===== config.mk =====
export PLATFORM = sky130hd
export DESIGN_NAME = time_alarm_ctrl
export DESIGN_NICKNAME = d
export VERILOG_FILES = /design/src/rtl/time_alarm_ctrl_pkg.sv /design/src/rtl/time_alarm_ctrl_counter60.sv /design/src/rtl/time_alarm_ctrl.sv
export SDC_FILE = /design/constraint.sdc
export NUM_CORES = 1
export LEC_CHECK = 0
export CORE_UTILIZATION = 54
export DETAILED_ROUTE_END_ITERATION = 10
export PLACE_DENSITY_LB_ADDON = 0.3
export SETUP_SLACK_MARGIN = 0.2
export SLEW_MARGIN = 5
export SYNTH_ARGS = -nofsm -noshare
export SYNTH_HDL_FRONTEND = slang
export SYNTH_SLANG_ARGS = --single-unit

===== constraint.sdc =====
create_clock -name clk -period 4.2 [get_ports clk]
set_input_delay 0.42 -clock clk [delete_from_list [all_inputs] [get_ports clk]]
set_output_delay 0.42 -clock clk [all_outputs]
set_load 0.005 [all_outputs]

===== src/rtl/time_alarm_ctrl_pkg.sv =====
// Shared definitions for the time-of-day clock and alarm ring controller:
// ring FSM encoding, BCD limits, default timing and BCD helper functions.
package time_alarm_ctrl_pkg;

   typedef enum logic [1:0] {
      ST_IDLE   = 2'd0,
      ST_RING   = 2'd1,
      ST_SNOOZE = 2'd2,
      ST_HOLD   = 2'd3
   } ring_state_t;

   localparam logic [7:0] BCD_HOUR_MAX = 8'h23;
   localparam logic [7:0] BCD_MIN_MAX  = 8'h59;

   localparam int DEF_RING_SECS   = 60;
   localparam int DEF_SNOOZE_SECS = 300;

   // Both digits must be decimal; with valid digits, packed BCD orders like binary.
   function automatic logic bcd_valid(input logic [7:0] v, input logic [7:0] max);
      return (v[7:4] <= 4'd9) && (v[3:0] <= 4'd9) && (v <= max);
   endfunction

   // Increment a packed BCD pair; the caller handles the modulo wrap.
   function automatic logic [7:0] bcd_inc(input logic [7:0] v);
      if (v[3:0] == 4'd9) begin
         return {v[7:4] + 4'd1, 4'd0};
      end
      return {v[7:4], v[3:0] + 4'd1};
   endfunction

endpackage


===== src/rtl/time_alarm_ctrl_counter60.sv =====
// Modulo-60 packed BCD counter used for seconds and minutes. A load takes
// priority over counting and suppresses the carry for that cycle.
module bcd_counter60
   import time_alarm_ctrl_pkg::*;
(
   input  logic       clk,
   input  logic       rstn,
   input  logic       load,
   input  logic [7:0] load_val,
   input  logic       en,
   output logic [7:0] value,
   output logic       carry
);

   assign carry = en && !load && (value == BCD_MIN_MAX);

   // Load wins over enable; 59 wraps to 00.
   always_ff @(posedge clk or negedge rstn) begin
      if (!rstn) begin
         value <= 8'h00;
      end else if (load) begin
         value <= load_val;
      end else if (en) begin
         value <= (value == BCD_MIN_MAX) ? 8'h00 : bcd_inc(value);
      end
   end

endmodule


===== src/rtl/time_alarm_ctrl.sv =====
// Time-of-day clock (hh:mm:ss packed BCD) with keypad loads and an alarm
// ring controller supporting stop, snooze and ring timeout.
module time_alarm_ctrl
   import time_alarm_ctrl_pkg::*;
#(
   parameter int RING_SECS   = DEF_RING_SECS,
   parameter int SNOOZE_SECS = DEF_SNOOZE_SECS
) (
   input  logic       clk,
   input  logic       rstn,
   input  logic       tick_1hz,
   input  logic       set_hour_stb,
   input  logic       set_min_stb,
   input  logic [7:0] new_hour,
   input  logic [7:0] new_minute,
   input  logic       alarm_en,
   input  logic [7:0] alarm_hour,
   input  logic [7:0] alarm_minute,
   input  logic       stop_key,
   input  logic       snooze_key,
   output logic [7:0] hour,
   output logic [7:0] minute,
   output logic [7:0] second,
   output logic       ring,
   output logic       snoozing
);

   localparam int CNT_MAX = (RING_SECS > SNOOZE_SECS) ? RING_SECS : SNOOZE_SECS;
   localparam int CNT_W   = $clog2(CNT_MAX + 1);

   localparam logic [CNT_W-1:0] RING_LOAD   = CNT_W'(RING_SECS);
   localparam logic [CNT_W-1:0] SNOOZE_LOAD = CNT_W'(SNOOZE_SECS);
   localparam logic [CNT_W-1:0] CNT_ONE     = CNT_W'(1);

   ring_state_t      state;
   logic [CNT_W-1:0] cnt;

   logic hour_ok;
   logic min_ok;
   logic sec_carry;
   logic min_carry;
   logic match;
   logic at_alarm_time;

   // Invalid load values are dropped entirely.
   assign hour_ok = set_hour_stb && bcd_valid(new_hour, BCD_HOUR_MAX);
   assign min_ok  = set_min_stb  && bcd_valid(new_minute, BCD_MIN_MAX);

   assign at_alarm_time = (hour == alarm_hour) && (minute == alarm_minute);
   assign match         = alarm_en && at_alarm_time;

   // A minute load clears seconds, and its load suppresses the tick carry.
   bcd_counter60 u_sec (
      .clk      (clk),
      .rstn     (rstn),
      .load     (min_ok),
      .load_val (8'h00),
      .en       (tick_1hz),
      .value    (second),
      .carry    (sec_carry)
   );

   bcd_counter60 u_min (
      .clk      (clk),
      .rstn     (rstn),
      .load     (min_ok),
      .load_val (new_minute),
      .en       (sec_carry),
      .value    (minute),
      .carry    (min_carry)
   );

   // Hour register: a load discards any carry arriving in the same clk.
   always_ff @(posedge clk or negedge rstn) begin
      if (!rstn) begin
         hour <= 8'h00;
      end else if (hour_ok) begin
         hour <= new_hour;
      end else if (min_carry) begin
         hour <= (hour == BCD_HOUR_MAX) ? 8'h00 : bcd_inc(hour);
      end
   end

   // Ring FSM with registered outputs; cnt counts down remaining ring/snooze ticks.
   always_ff @(posedge clk or negedge rstn) begin
      if (!rstn) begin
         state    <= ST_HOLD;
         cnt      <= '0;
         ring     <= 1'b0;
         snoozing <= 1'b0;
      end else begin
         case (state)
            ST_IDLE: begin
               if (match) begin
                  state <= ST_RING;
                  cnt   <= RING_LOAD;
                  ring  <= 1'b1;
               end
            end
            ST_RING: begin
               if (!alarm_en || stop_key) begin
                  state <= ST_HOLD;
                  cnt   <= '0;
                  ring  <= 1'b0;
               end else if (snooze_key) begin
                  state    <= ST_SNOOZE;
                  cnt      <= SNOOZE_LOAD;
                  ring     <= 1'b0;
                  snoozing <= 1'b1;
               end else if (tick_1hz) begin
                  if (cnt <= CNT_ONE) begin
                     state <= ST_HOLD;
                     cnt   <= '0;
                     ring  <= 1'b0;
                  end else begin
                     cnt <= cnt - CNT_ONE;
                  end
               end
            end
            ST_SNOOZE: begin
               if (stop_key || !alarm_en) begin
                  state    <= ST_HOLD;
                  cnt      <= '0;
                  snoozing <= 1'b0;
               end else if (tick_1hz) begin
                  if (cnt <= CNT_ONE) begin
                     state    <= ST_RING;
                     cnt      <= RING_LOAD;
                     ring     <= 1'b1;
                     snoozing <= 1'b0;
                  end else begin
                     cnt <= cnt - CNT_ONE;
                  end
               end
            end
            ST_HOLD: begin
               // Wait for the alarm minute to pass so it cannot re-trigger.
               if (!at_alarm_time) begin
                  state <= ST_IDLE;
               end
            end
            default: begin
               state    <= ST_HOLD;
               cnt      <= '0;
               ring     <= 1'b0;
               snoozing <= 1'b0;
            end
         endcase
      end
   end

endmodule


Word-level counts from Yosys, hierarchy flattened
Index checks and enable logic that the tools add are counted.
- flip-flop bits (word level): 37
- input bits: 40
- output and inout port bits: 26
- logic and storage cells: 133
- add/sub/neg operators: 7
- magnitude comparators: 7
- equal/unequal tests: 22
- mux-type cells: 56
- reduce and logical (&&, ||, !) cells: 31
- operators by type and width (kind ; number):
    8-bit two-way mux ; 15
    9-bit two-way mux ; 8
    9-bit case mux with 3 select lines ; 1
    4-bit by 1-bit adder with 4-bit output (second input constant) ; 6
    1-bit two-way mux ; 20
    2-bit two-way mux ; 9
    8-bit by 7-bit equality test with 1-bit output (second input constant) ; 2
    8-bit equality test ; 2
    4-bit less-or-equal comparator (second input constant) ; 4
    2-bit inequality test (second input constant) ; 7
    4-bit equality test (second input constant) ; 3
    1-bit logical AND ; 12
    3-bit nonzero test ; 4
    9-bit by 1-bit less-or-equal comparator with 1-bit output (second input constant) ; 1
    9-bit by 1-bit subtractor with 9-bit output (second input constant) ; 1
    8-bit by 6-bit equality test with 1-bit output (second input constant) ; 1
    8-bit by 6-bit less-or-equal comparator with 1-bit output (second input constant) ; 1
    8-bit by 7-bit less-or-equal comparator with 1-bit output (second input constant) ; 1
    4-bit inequality test (second input constant) ; 2
    2-bit case mux with 4 select lines ; 1
    2-bit nonzero test ; 4
    7-bit AND reduction ; 1
    3-bit inequality test (second input constant) ; 2
    2-bit AND reduction ; 3
    10 further kinds ; 12

Longest topological paths before layout
Gate-level depths: netlist of run 1.
- depth after elaboration: 15
- depth in mapped cells: 9
- gate-level depth less buffers: 8

Modules after synthesis
From an unflattened synthesis of run 1, not the netlist that was laid out.
- cells, all modules: 329
- area, all modules: 2959.1 sq um
- by module, submodules not included (module ; times used ; cells each ; area each (sq um) ; sequential area each (sq um)):
    time_alarm_ctrl ; 1 ; 201 ; 1775.5 ; 528.0
    bcd_counter60 ; 2 ; 64 ; 591.8 ; 200.2

Worst setup path before layout of run 1
OpenSTA, ideal clock, no wires.
- path kind: register -> register
- from: register state[0]
- to: register cnt[8]
- setup time: 0.095 ns
- arrival time: 2.070 ns
- data required time: 4.105 ns
- path slack: 2.035 ns
- stages on the path, launching flop included: 10
- path buffers: 3
- period minus slack after synthesis: 2.165 ns
- cell sequence: dfstp_2 -> inv_1 -> ha_1 -> clkbuf_1 -> o21a_1 -> a21o_1 -> buf_2 -> or2_0 -> buf_2 -> o31ai_1
- longest elaborated chain between the ends: 3
- elaborated cells on any way between the ends: 9
- classes of those cells: eq/ne (5); mux (1); reduce/logical (3)
- ends and longest elaborated chain (element ; line ; text):
    start: declaration ; time_alarm_ctrl.sv:35 ; ring_state_t state;
    start signal: assignment ; time_alarm_ctrl.sv:87 ; state <= ST_HOLD;
    start signal: assignment ; time_alarm_ctrl.sv:95 ; state <= ST_RING;
    start signal: assignment ; time_alarm_ctrl.sv:102 ; state <= ST_HOLD;
    2-bit by 1-bit equality test with 1-bit output, or another cell as far along ; time_alarm_ctrl.sv:92 ; case (state)
    4-bit inequality test (no line), or another cell as far along ; n/a ;
    4-bit AND reduction (no line) ; n/a ;
    end signal: assignment ; time_alarm_ctrl.sv:116 ; cnt <= cnt - CNT_ONE;
    end signal: assignment ; time_alarm_ctrl.sv:132 ; cnt <= cnt - CNT_ONE;
    end: declaration ; time_alarm_ctrl.sv:36 ; logic [CNT_W-1:0] cnt;
Parallel ways exist; a longest one is shown, timed or not.
A chain may end at the register's enable or synchronous reset.

Worst setup path in the final report of run 1
- from: input port tick_1hz
- to: register hour[2]
- longest elaborated chain between the ends: 5
- ends and longest elaborated chain (element ; line ; text):
    start: declaration ; time_alarm_ctrl.sv:11 ; input logic tick_1hz,
    1-bit logical AND (4 in series) ; time_alarm_ctrl_counter60.sv:15 ; assign carry = en && !load && (value == BCD_MIN_MAX);
    2-bit nonzero test (no line) ; n/a ;
    end signal: assignment ; time_alarm_ctrl.sv:78 ; hour <= new_hour;
    end signal: assignment ; time_alarm_ctrl.sv:80 ; hour <= (hour == BCD_HOUR_MAX) ? 8'h00 : bcd_inc(hour);
    end: declaration ; time_alarm_ctrl.sv:21 ; output logic [7:0] hour,
Every way passes these cells.

==> results of run 1 <==
state kept, by name, summed over array words and instances, names as in the netlist:
| name | flops |
|---|---|
| cnt | 9 |
| snoozing | 1 |
| u_sec.value | 8 |
| hour | 8 |
| u_min.value | 8 |
| state | 2 |
| ring | 1 |
worst max-delay path, stage by stage:
cell             delay (ns)
clkdlybuf4s50_1        0.67
nand4b_2               0.27
and2b_1                0.36
nand4_1                0.21
or2_2                  0.36
mux2i_1                0.19
o21ai_0                0.11
kinds of logic after synthesis:
family / count (synthesis) / synth area share (%)
buffers and inverters: 27 / 3.99
adders and majority gates: 17 / 7.98
muxes: 8 / 3.14
and+or+nand+nor: 106 / 21.7
DFF: 37 / 34.8
AOI/OAI and AO/OA: 92 / 22.1
xor gates and xnor gates: 19 / 6.24
layout make-up:
cell class	count	area, um2	area share [%]
Clock buffer	7	96.3	2.79
Clock inverter	1	5.00	0.145
Inverter	17	63.8	1.85
Multi-Input combinational cell	242	1630	47.2
Sequential cell	37	928	26.9
Tap cell	67	83.8	2.43
Timing Repair Buffer	65	646	18.7
power by group:
group,switching [W],internal (W)
clock,0.000128,0.000148
sequential,0.000140,0.000454
combinational,0.000396,0.000387
how the worst max path moves through the flow:
stage | depth (start not counted) | to | slack, ns | from
after floorplan | 9 | cnt[8] | 2.03 | state[0]
after global placement | 7 | hour[5] | 1.53 | tick_1hz
after detailed placement | 7 | hour[2] | 1.49 | tick_1hz
after CTS | 7 | hour[2] | 1.75 | tick_1hz
after global routing | 7 | hour[2] | 1.59 | tick_1hz
final | 7 | hour[2] | 1.73 | tick_1hz
synth_stat cells, types with 4 or more instances:
| cell type | instances | area, um2 |
|---|---|---|
| o21a_1 | 4 | 30.0 |
| o21ai_0 | 27 | 135 |
| nor3_1 | 15 | 75.1 |
| mux2i_1 | 5 | 50.1 |
| nand2b_1 | 4 | 25.0 |
| nor2_1 | 21 | 78.8 |
| inv_1 | 17 | 63.8 |
| ha_1 | 17 | 213 |
| buf_2 | 4 | 20.0 |
| o31ai_1 | 9 | 67.6 |
| nand4_1 | 6 | 37.5 |
| nand2_1 | 25 | 93.8 |
| clkbuf_1 | 6 | 22.5 |
| nand3_1 | 9 | 45.0 |
| dfrtp_1 | 35 | 876 |
| xnor2_1 | 17 | 149 |
| nor2b_1 | 4 | 25.0 |
| a21o_1 | 4 | 30.0 |
| a21oi_1 | 21 | 105 |
stage by stage:
stage | instances | worst slack (ns) | area (um2) | hold WS (ns)
final | 436 | 1.73 | 3450 | 0.228
after global routing | 436 | 1.59 | 3450 | 0.300
after CTS | 436 | 1.75 | 3450 | 0.255
after detailed placement | 428 | 1.49 | 3350 | 0.513
after global placement | 428 | 1.53 | 3350 | 0.506
after floorplan | 306 | 2.03 | 2670 | 0.124
metal layers:
layer  vias to the layer above  GRT usage, %  share of wire, %
met5                         -             0                 0
met4                         0          7.19              0.95
met3                         9          4.86               4.1
met2                        69          44.4                50
met1                      1223          35.2                45
li1                       1239             -                 -
==> impl_metrics.toml, run 1 <==
[run_status]
status = "complete, no violations"

[cts]
post-cts-setup-buffer-count = 0
cts_buffers = 5
clkLatencyLatePin_ns = 0.29
cts-resized-gates = 0
cts_hold_buf = 0
cts.clk_slew.worst_paths_ns = 0.07
cts_tree = "yes"
cts-root-buf = "clkbuf_8"
cts.sinks = 37
max-clock-path-buffers = 2
cts-htree-levels = 2

[cells_and_area]
final_cell_mix = "clkdlybuf4s50_1, dfrtp_1, o21ai_0, nand2_1"
final_util_pct = 73.1
layout_commonest_cell = "clkdlybuf4s50_1"
num_antenna_cells = 0
area_delta_synth_final_pct = 29.6
num-fill-cells = 373
nets = 425
post_route_cells_drive_above_1_share_pct = 5.69

[synth]
avgSynthCellArea_um2 = 8.71
syn_inst = 306
syn_nets = 363
yosys_warnings = 0
yosysUniqueCellTypes = 59
netlist_area_mm2 = 0.00267
synth_seq_cells = 37
synth_edf_count = 0
synth_ff_type = "dfrtp_1"
synthArstFlopShare_pct = 100
ys_seq_area_share_pct = 34.8

[die]
start_util_pct = 56.5
die_x_um = 72.3
coreArea_mm2 = 0.00472
die_h_um = 72.3
ioPinCount = 66
dieArea_mm2 = 0.00522
std_cell_rows = 25

[power]
ir_worst_vdd_mv = 0.245
finalPower_w = 0.00165
leakage_nw = 1.40
p_per_area_mw_per_mm2 = 479

[route]
drt_iter0_drc = 216
drc = 0
wl_per_cell_um = 14.8
via_per_inst = 5.83
ant_nets = 0
vias = 2540
drt_pass1_iterations = 4
totalWireLength_um = 6430

[global_route]
grtUsageTotal_pct = 26.5
grt_max_degree = 38
grt_pass1_vias = 2421
antenna_found_initial = 0
grt_pass1_wl_um = 10900
overflow = 0

[timing]
drv_slew = 0
max_freq_mhz = 405
max_slew_margin_pct = 38.2
worst_slew_pin_slew_ns = 0.925
fin_crit_sh_pct = 58.8
rsz0062_at_grt = "false"
fin_crit_ns = 2.47
clock_skew_ns = 0.00211
tns_ns = 0
hold_viol = 0
setup_viol_count_final = 0

[place]
gp_routability_congestion = 0.894
port_buffers = 65
dp.final_hpwl_um = 4720

[worst_setup_path]
critPathMaxFanout = 9
endpoint_kind = "flip-flop"
reg2reg_from = "state[1]"
startpoint_type = "input pin"
reg2reg_depth = 7
arrival_ns = 2.60
r2r_slack_ns = 1.81
critical_path_required_ns = 4.33
crit_type = "input pin to flip-flop"
r2r_end = "cnt[1]"

[job]
drv_cap = 0

[hold_path]
min_path_type = "input pin to async pin"
(Power assumes the default switching activity.)
==> run 2: changes to the inputs <==
--- a/config.mk
+++ b/config.mk
@@ -5,7 +5,7 @@
 export SDC_FILE = /design/constraint.sdc
 export NUM_CORES = 1
 export LEC_CHECK = 0
-export CORE_UTILIZATION = 54
+export CORE_UTILIZATION = 45
 export DETAILED_ROUTE_END_ITERATION = 10
 export PLACE_DENSITY_LB_ADDON = 0.3
 export SETUP_SLACK_MARGIN = 0.2
==> constraint.sdc (replaced) <==
create_clock -name clk -period 2.18 [get_ports clk]
set_input_delay 0.218 -clock clk [delete_from_list [all_inputs] [get_ports clk]]
set_output_delay 0.218 -clock clk [all_outputs]
set_load 0.005 [all_outputs]
==> run 2 against run 1 <==
Total power is 130% higher. Hold slack lost 0.22 ns. Non-clock buffer count grew 41. Flip-flop and latch count unchanged. Cell count rose by 11%. Routed wire length rose by 19%. Via count rose by 6.5%. Clock skew is 0.0069 ns higher. Final area grew 14%. Sequential share of layout area fell by 3.1 points. Utilization shrank 3.0 points. Largest power group unchanged. Highest routed layer unchanged.
==> impl_metrics.toml, run 2 (same netlist as run 1, synthesis figures left out) <==
[timing]
fin_crit_ns = 2.01
fin_crit_sh_pct = 92.4
tns_ns = 0
drv_slew = 0
setup_viol_count_final = 0
hold_viol = 0
rsz0062_at_grt = "true"
clock_skew_ns = 0.00901
max_freq_mhz = 497
worst_slew_pin_slew_ns = 0.826
max_slew_margin_pct = 44.9

[power]
ir_worst_vdd_mv = 0.624
leakage_nw = 1.64
p_per_area_mw_per_mm2 = 953

[cells_and_area]
finalNonFillerCells = 482
layout_commonest_cell = "clkdlybuf4s50_1"
area_delta_synth_final_pct = 47.6
post_route_cells_drive_above_1_share_pct = 22.4
final_cell_mix = "clkdlybuf4s50_1, buf_4, dfrtp_1, nand2_1"
num_antenna_cells = 0
largest_reg_flops = 9
top_register = "cnt"
num-fill-cells = 434
nets = 466

[worst_setup_path]
r2r_slack_ns = 0.17
arrival_ns = 2.19
slowest_delay_ns = 0.47
startpoint_type = "flip-flop"
critical_path_required_ns = 2.36
crit_type = "flip-flop to flip-flop"
endpoint_kind = "flip-flop"
crit_chain = "xnor2_1 > nand4_1 > nor4_4 > a21boi_4 > buf_4 > o31ai_1 > o41ai_2"
slowest_stage = "dfrtp_2"
critPathMaxFanout = 6

[cts]
cts_buffers = 5
cts-htree-levels = 2
cts_tree = "yes"
cts_hold_buf = 0
clkLatencyLatePin_ns = 0.30
cts.sinks = 37
cts-root-buf = "clkbuf_8"
max-clock-path-buffers = 2
cts.clk_slew.worst_paths_ns = 0.08

[global_route]
grt_pass1_wl_um = 11800
overflow = 0
grt_pass1_vias = 2491
grt_max_degree = 38
grtUsageTotal_pct = 24.1
antenna_found_initial = 0

[route]
drc = 0
ant_nets = 0
drt_pass1_iterations = 4
wl_per_cell_um = 15.9
totalWireLength_um = 7680
vias = 2705
via_per_inst = 5.61
drt_iter0_drc = 117

[hold_path]
min_path_type = "input pin to async pin"

[die]
ioPinCount = 66
start_util_pct = 47.5
die_h_um = 79.0
coreArea_mm2 = 0.00561
die_x_um = 79.0
dieArea_mm2 = 0.00624
std_cell_rows = 27

[place]
placed_cells = 461
gp_routability_congestion = 0.861
port_buffers = 65
dp.final_hpwl_um = 5300

[run_status]
status = "complete, no violations"

[job]
drv_cap = 0
==> run 2: cell types whose count changed in the layout (fill, tap and decap cells not counted), moves of 3 or more <==
cell     previous run  this run
dfrtp_1            35        28
inv_2               0         4
dfrtp_2             0         7
o21ai_1             0         6
inv_1              17        13
buf_4               0        40
o21ai_0            27        21
ha_1               17        14
==> run 2: final cells by class <==
type,count,area [um2],share of cell area [%]
clock inverters,2,38.8,0.986
repair buffers,106,957,24.3
well taps,72,90.1,2.29
flip-flops and latches,37,937,23.8
inverters,17,63.8,1.62
multi-input cells,242,1780,45.1
clock buffers,6,72.6,1.84
==> run 2: path summary, 6_finish.rpt <==
check	startpoint	endpoint	cells after the start
worst max register to register	u_min.value[1]	ring	7
worst min-delay path	rstn	hour[4]	1
worst max-delay path	u_min.value[1]	ring	7
worst min register to register	ring	ring	2
max in group asynchronous	rstn	u_sec.value[4]	1
min in group clk	new_hour[0]	hour[0]	3
==> run 2: where the power goes <==
| group | internal (W) | leakage [nW] | switching (W) |
|---|---|---|---|
| sequential | 0.000879 | 0.466 | 0.000218 |
| combinational | 0.00106 | 1.11 | 0.000980 |
| clock | 0.000344 | 0.0554 | 0.000270 |
| total | 0.00228 | 1.64 | 0.00147 |
==> run 2: repair_timing <==
action | 4_1_cts | 5_1_grt
endpoints found under the setup margin | 15 | 17
pin swaps | 2 | 10
gates resized for setup | 11 | 31
hold endpoints to repair | 0 | 0
buffers inserted | 2 | 11
==> run 2: routing by layer <==
layer  GRT usage, %  up-vias  wire [um]
li1               -     1320          -
met1           30.7     1273       3280
met2           41.0      101       3870
met3           5.63       11        412
met4           6.00        0        123
met5              0        -          0
==> run 2: worst max-delay path: cells and delay by family, from the launching register on <==
| family | cells | cell delay [ns] |
|---|---|---|
| flops | 1 | 0.47 |
| buf+inv | 1 | 0.17 |
| compound gates | 3 | 0.56 |
| simple gates | 2 | 0.52 |
| xor+xnor | 1 | 0.17 |
==> run 2: per-stage QoR <==
stage	util, %	setup WS, ns	power [W]	hold WS [ns]	cell area [um2]
6_report	70.2	0.167	0.00375	0.00598	3940
5_1_grt	70.2	0.104	0.00401	0.0826	3940
4_1_cts	66.8	0.166	0.00349	0.0434	3750
3_5_place_dp	63.7	-0.121	0.00281	0.372	3570
3_3_place_gp	63.7	-0.0479	0.00276	0.375	3570
2_1_floorplan	-	0.154	0.00214	-0.0776	2690
